===== src/rtl/uart_rx_if.sv =====
// Receive-side bundle of the UART link: serial line in, byte handshake and status out.
// master is the receiver; slave is the consumer that drives the line and acknowledges bytes.
interface uart_rx_if;
  logic       rx;
  logic       rx_ack;
  logic [7:0] rx_data;
  logic       rx_valid;
  logic       frame_err;
  logic       overrun;
  logic       busy;

  modport master (
    input  rx,
    input  rx_ack,
    output rx_data,
    output rx_valid,
    output frame_err,
    output overrun,
    output busy
  );

  modport slave (
    output rx,
    output rx_ack,
    input  rx_data,
    input  rx_valid,
    input  frame_err,
    input  overrun,
    input  busy
  );
endinterface


===== src/rtl/uart_rx.sv =====
// 8N1 UART receiver, LSB first, idle-high line. Samples each bit at mid-bit and
// presents received bytes through a level valid / ack handshake.
module uart_rx #(
  parameter int unsigned CLK_FREQ = 50_000_000,
  parameter int unsigned BAUD     = 9600
) (
  input logic      clk,
  input logic      rst,
  uart_rx_if.master bus
);

  localparam int unsigned CLKS_PER_BIT = CLK_FREQ / BAUD;
  localparam int unsigned HALF_BIT     = CLKS_PER_BIT / 2;
  localparam logic [31:0] BitLim       = 32'(CLKS_PER_BIT - 1);
  localparam logic [31:0] HalfLim      = 32'(HALF_BIT - 1);

  typedef enum logic [2:0] {
    StIdle,
    StStart,
    StData,
    StStop,
    StWaitIdle
  } state_e;

  state_e      state_q, state_d;
  logic [31:0] cnt_q, cnt_d;
  logic [2:0]  idx_q, idx_d;
  logic [7:0]  shift_q, shift_d;
  logic [7:0]  data_q, data_d;
  logic        valid_q, valid_d;
  logic        ferr_q, ferr_d;
  logic        ovr_q, ovr_d;
  logic        sync1_q, sync2_q;
  logic        rx_s;
  logic        load;

  // Two-flop synchronizer; both stages reset to the idle line level.
  always_ff @(posedge clk or negedge rst) begin
    if (!rst) begin
      sync1_q <= 1'b1;
      sync2_q <= 1'b1;
    end else begin
      sync1_q <= bus.rx;
      sync2_q <= sync1_q;
    end
  end

  assign rx_s = sync2_q;

  always_ff @(posedge clk or negedge rst) begin
    if (!rst) begin
      state_q <= StIdle;
      cnt_q   <= '0;
      idx_q   <= '0;
      shift_q <= '0;
      data_q  <= '0;
      valid_q <= 1'b0;
      ferr_q  <= 1'b0;
      ovr_q   <= 1'b0;
    end else begin
      state_q <= state_d;
      cnt_q   <= cnt_d;
      idx_q   <= idx_d;
      shift_q <= shift_d;
      data_q  <= data_d;
      valid_q <= valid_d;
      ferr_q  <= ferr_d;
      ovr_q   <= ovr_d;
    end
  end

  always_comb begin
    state_d = state_q;
    cnt_d   = cnt_q;
    idx_d   = idx_q;
    shift_d = shift_q;
    load    = 1'b0;
    ferr_d  = 1'b0;

    case (state_q)
      StIdle: begin
        if (!rx_s) begin
          state_d = StStart;
          cnt_d   = '0;
        end
      end
      StStart: begin
        if (cnt_q == HalfLim) begin
          cnt_d = '0;
          if (!rx_s) begin
            state_d = StData;
            idx_d   = '0;
          end else begin
            state_d = StIdle;
          end
        end else begin
          cnt_d = cnt_q + 32'd1;
        end
      end
      StData: begin
        if (cnt_q == BitLim) begin
          cnt_d          = '0;
          shift_d[idx_q] = rx_s;
          if (idx_q == 3'd7) begin
            state_d = StStop;
          end else begin
            idx_d = idx_q + 3'd1;
          end
        end else begin
          cnt_d = cnt_q + 32'd1;
        end
      end
      StStop: begin
        if (cnt_q == BitLim) begin
          cnt_d = '0;
          if (rx_s) begin
            load    = 1'b1;
            state_d = StIdle;
          end else begin
            ferr_d  = 1'b1;
            state_d = StWaitIdle;
          end
        end else begin
          cnt_d = cnt_q + 32'd1;
        end
      end
      StWaitIdle: begin
        // Hold off until the line is released so a break is not decoded as 0x00 frames.
        if (rx_s) begin
          state_d = StIdle;
        end
      end
      default: state_d = StIdle;
    endcase
  end

  // A new byte outranks a same-cycle ack: valid stays set and no overrun is flagged.
  always_comb begin
    data_d  = data_q;
    valid_d = valid_q;
    ovr_d   = ovr_q;
    if (bus.rx_ack) begin
      valid_d = 1'b0;
      ovr_d   = 1'b0;
    end
    if (load) begin
      data_d  = shift_q;
      valid_d = 1'b1;
      if (valid_q && !bus.rx_ack) begin
        ovr_d = 1'b1;
      end
    end
  end

  assign bus.rx_data   = data_q;
  assign bus.rx_valid  = valid_q;
  assign bus.frame_err = ferr_q;
  assign bus.overrun   = ovr_q;
  assign bus.busy      = (state_q != StIdle);

endmodule


===== src/flat_wrapper.sv =====
// flat-port wrapper written by rule: the top's interface ports become plain ports
module uart_rx_flat 
#(
  parameter int unsigned CLK_FREQ = 50_000_000,
  parameter int unsigned BAUD     = 9600
)
  (clk, rst, bus_rx, bus_rx_ack, bus_rx_data, bus_rx_valid, bus_frame_err, bus_overrun, bus_busy);
  uart_rx_if bus_i ();
  input logic clk;
  input logic rst;
  input wire logic [$bits(bus_i.rx)-1:0] bus_rx;
  input wire logic [$bits(bus_i.rx_ack)-1:0] bus_rx_ack;
  output wire logic [$bits(bus_i.rx_data)-1:0] bus_rx_data;
  output wire logic [$bits(bus_i.rx_valid)-1:0] bus_rx_valid;
  output wire logic [$bits(bus_i.frame_err)-1:0] bus_frame_err;
  output wire logic [$bits(bus_i.overrun)-1:0] bus_overrun;
  output wire logic [$bits(bus_i.busy)-1:0] bus_busy;
  assign bus_i.rx = bus_rx;
  assign bus_i.rx_ack = bus_rx_ack;
  assign bus_rx_data = bus_i.rx_data;
  assign bus_rx_valid = bus_i.rx_valid;
  assign bus_frame_err = bus_i.frame_err;
  assign bus_overrun = bus_i.overrun;
  assign bus_busy = bus_i.busy;
  uart_rx #(.CLK_FREQ(CLK_FREQ), .BAUD(BAUD)) u_core (.clk(clk), .rst(rst), .bus(bus_i));
endmodule

===== config.mk =====
export PLATFORM = sky130hd
export DESIGN_NAME = uart_rx_flat
export DESIGN_NICKNAME = d
export VERILOG_FILES = /design/src/rtl/uart_rx_if.sv /design/src/rtl/uart_rx.sv /design/src/flat_wrapper.sv
export SDC_FILE = /design/constraint.sdc
export NUM_CORES = 1
export LEC_CHECK = 0
export ABC_AREA = 1
export CAP_MARGIN = 20
export CORE_MARGIN = 4
export CORE_UTILIZATION = 60
export CTS_CLUSTER_SIZE = 25
export DETAILED_ROUTE_END_ITERATION = 7
export DONT_BUFFER_PORTS = 1
export PLACE_DENSITY_LB_ADDON = 0.12
export SETUP_SLACK_MARGIN = 0.2
export SYNTH_ARGS = -nofsm -noshare
export SYNTH_HDL_FRONTEND = slang
export SYNTH_SLANG_ARGS = --single-unit
export TNS_END_PERCENT = 5

===== constraint.sdc =====
create_clock -name clk -period 2.4 [get_ports clk]
set_input_delay 0.72 -clock clk [delete_from_list [all_inputs] [get_ports clk]]
set_output_delay 0.72 -clock clk [all_outputs]
set_load 0.02 [all_outputs]

==> run metrics <==
Post-layout nets=536; yosys warns=0; Mapped Cells=526; die height=85.4 µm; Synth Area in Adders=1.04%; DR DRC count=0; vias in the first global route=3,138; crit path cell chain=ha_1 -> inv_1 -> nor2_1 -> nand3_1 -> nor2_1 -> nand2_1 -> nand2_4 -> nand2_4 -> nor2_4 -> nor2_1; Setup crit end kind=flop; post-synthesis compound-gate area fraction=6.30%; Mapped Nets=533; Comb pwr share=0.2%; Root Buffer=clkbuf_8; Clk network pwr share=50.8%; Int Power=1.59 mW; sequential share of power=49.0%; peak supply drop=0.459 mV; net switching power=0.453 mW; ranking of synthesized cells by area=dfrtp_1, nand2_1, nor2_1; port buffer count=0; delay-heaviest family, CP=simple AND/OR/NAND/NOR gates; TritonCTS clock tree=yes; Via density=5.68; PwrDens=527 nW/µm²; most common cell after layout, fill and taps aside=nand2_1; setup bufs post-CTS=0; largest family of logic cells by synthesized area=simple AND/OR/NAND/NOR gates; Worst-Skew Late Latency=0.36 ns; Worst Path Arrival=2.14 ns; CP most frequent cell=nor2_1; Synth top area share=39.7%; Via Count=3,440; largest net degree at the start of global routing=60; Final Non-Filler Cells=606; Area Overhead vs Synth=7.76%; Clock Pin Slew Worst Setup and Hold Paths=0.08 ns; Placer Congestion=0.950; routed wire length=9010 µm; critical path startpoint category=flop; Final ANT Viol Nets=0; 1st-iter DRT viols=351; Final Util=68.7%; die width=85.4 µm; Synth Register Bits=59; Die Area=7300 µm²; maximum buffer depth of the clock tree=2; slowest cell delay on critical path=0.39 ns; Slew HR=71.3%; post-synth cell types=26; Tightest Pin Transition=0.428 ns; Mean Syn Cell Area=6.84 µm²; Net Sw Frac=22.2%; Critical Path Fanout Max=13; leak pwr=1.85 nW; mean routed wirelength per cell=14.9 µm; dominant cell type by area after synthesis=dfrtp_1; core area=5640 µm²; number of I/O pins=16; initial core utilization=63.7%; CP max-delay cell=dfrtp_1; setup TNS=0 ns; final setup fails=0; ratio of cells with drive above 1 in the final layout=11.0%; Overflow after GRT=0; xor/xnor share of the synthesized area=2.68%; Worst Path Buf+Inv=1; Min-Delay Path Class=primary input to async pin; Worst EP required=2.63 ns; CTS-repair resized insts=0; post-DP HPWL=6570 µm; Synth Area in Simple Gates=41.4%; CTS Hold Bufs=0; first-pass GRT wire length=15,000 µm; FMAX=523 MHz; Hold Fails Final Rpt=0; Antenna diodes=0; most frequent cells in the layout=nand2_1, nor2_1, dfrtp_1; run status=completed; critical path class=flop to flop; num rows=27; RSZ-0062 raised after global routing=no; mux cell area share after synthesis=0%; CTS sink cnt=59; crit share post-route=79.7%; mapped cell area=3600 µm²; H-tree Lvls=3; GRT Total Usage=26.3%; DR pass1 iterations=6; total CTS buffers=9; initial antenna violation count=0; register area share after synthesis=41.1%; pins over their slew limit=0; maxcap violations=0; Placed Instances=590; clock skew=0.0124 ns; Tmin final=1.91 ns
[cell usage after synthesis, drive strengths merged]
| cell type | n |
|---|---|
| dfrtp | 57 |
| o31ai | 5 |
| xnor2 | 1 |
| o21ai | 24 |
| inv | 56 |
| dfstp | 2 |
| nor2 | 97 |
| buf | 8 |
| ha | 3 |
| nand4 | 19 |
| o32ai | 1 |
| nor3 | 11 |
| xor2 | 10 |
| nand3 | 36 |
| o211ai | 8 |
| nand2 | 185 |
| clkbuf | 3 |
[area by class of cell]
class                      instances  area, µm²
multi-input combinational        400       1850
inverter                          56        210
sequential                        59       1480
fill                             490       1770
timing repair buffer               3       22.5
clock inverter                     7        100
clock buffer                       9        124
tap                               72       90.1
[state kept, by name (all words and copies together) (netlist names)]
signal / cells
u_core.shift_q: 8
u_core.bus.rx_data: 8
u_core.sync1_q: 1
u_core.bus.overrun: 1
u_core.rx_s: 1
u_core.bus.rx_valid: 1
u_core.bus.frame_err: 1
u_core.idx_q: 3
u_core.cnt_q: 32
u_core.state_q: 3
[power groups by stage]
| stage | Sequential, mW | Clock, mW | Combinational [mW] |
|---|---|---|---|
| final | 1.00 | 1.04 | 0.00388 |
| after floorplan | 1.02 | 0 | 0.00529 |
| after detailed placement | 1.02 | 0 | 0.00366 |
| after CTS | 1.00 | 1.05 | 0.00374 |
| after global routing | 1.00 | 1.09 | 0.00452 |
| after global placement | 1.02 | 0 | 0.00356 |
[layer usage]
metal	global-route usage, %	up-vias	routed length [µm]
met5	0	-	0
met4	11.1	0	199
met3	5.15	19	713
met2	38.5	163	3830
met1	37.8	1570	4270
li1	-	1688	-
[kinds of logic after synthesis]
kind of cell	after synthesis
flops	59
fa+ha+maj	3
buf+inv	67
xor+xnor	11
simple gates	348
compound gates	38
[worst paths after layout]
path | from | to | slack, ns | cells past startpoint
worst max-delay path | u_core.cnt_q[0]$_DFFE_PN0P_ | u_core.cnt_q[5]$_DFFE_PN0P_ | 0.49 | 10
max in group asynchronous | rst | u_core.rx_s$_DFF_PN1_ | 2.16 | 0
min in group clk | bus_rx | u_core.sync1_q$_DFF_PN1_ | 0.36 | 0
worst min register to register | u_core.sync1_q$_DFF_PN1_ | u_core.rx_s$_DFF_PN1_ | 0.36 | 0
worst max register to register | u_core.cnt_q[0]$_DFFE_PN0P_ | u_core.cnt_q[5]$_DFFE_PN0P_ | 0.49 | 10
worst min-delay path | rst | u_core.cnt_q[23]$_DFFE_PN0P_ | 0.05 | 0
[through the flow]
stage	hold slack (ns)	total power [mW]	worst slack, ns	cell area [µm²]
after global routing	0.0358	2.10	0.254	3870
after global placement	0.350	1.02	0.551	3650
after floorplan	0.345	1.02	0.740	3600
after detailed placement	0.352	1.02	0.496	3650
after CTS	0.0417	2.06	0.481	3870
final	0.0511	2.04	0.487	3870
Note: power is estimated with default switching activity, not from simulation.
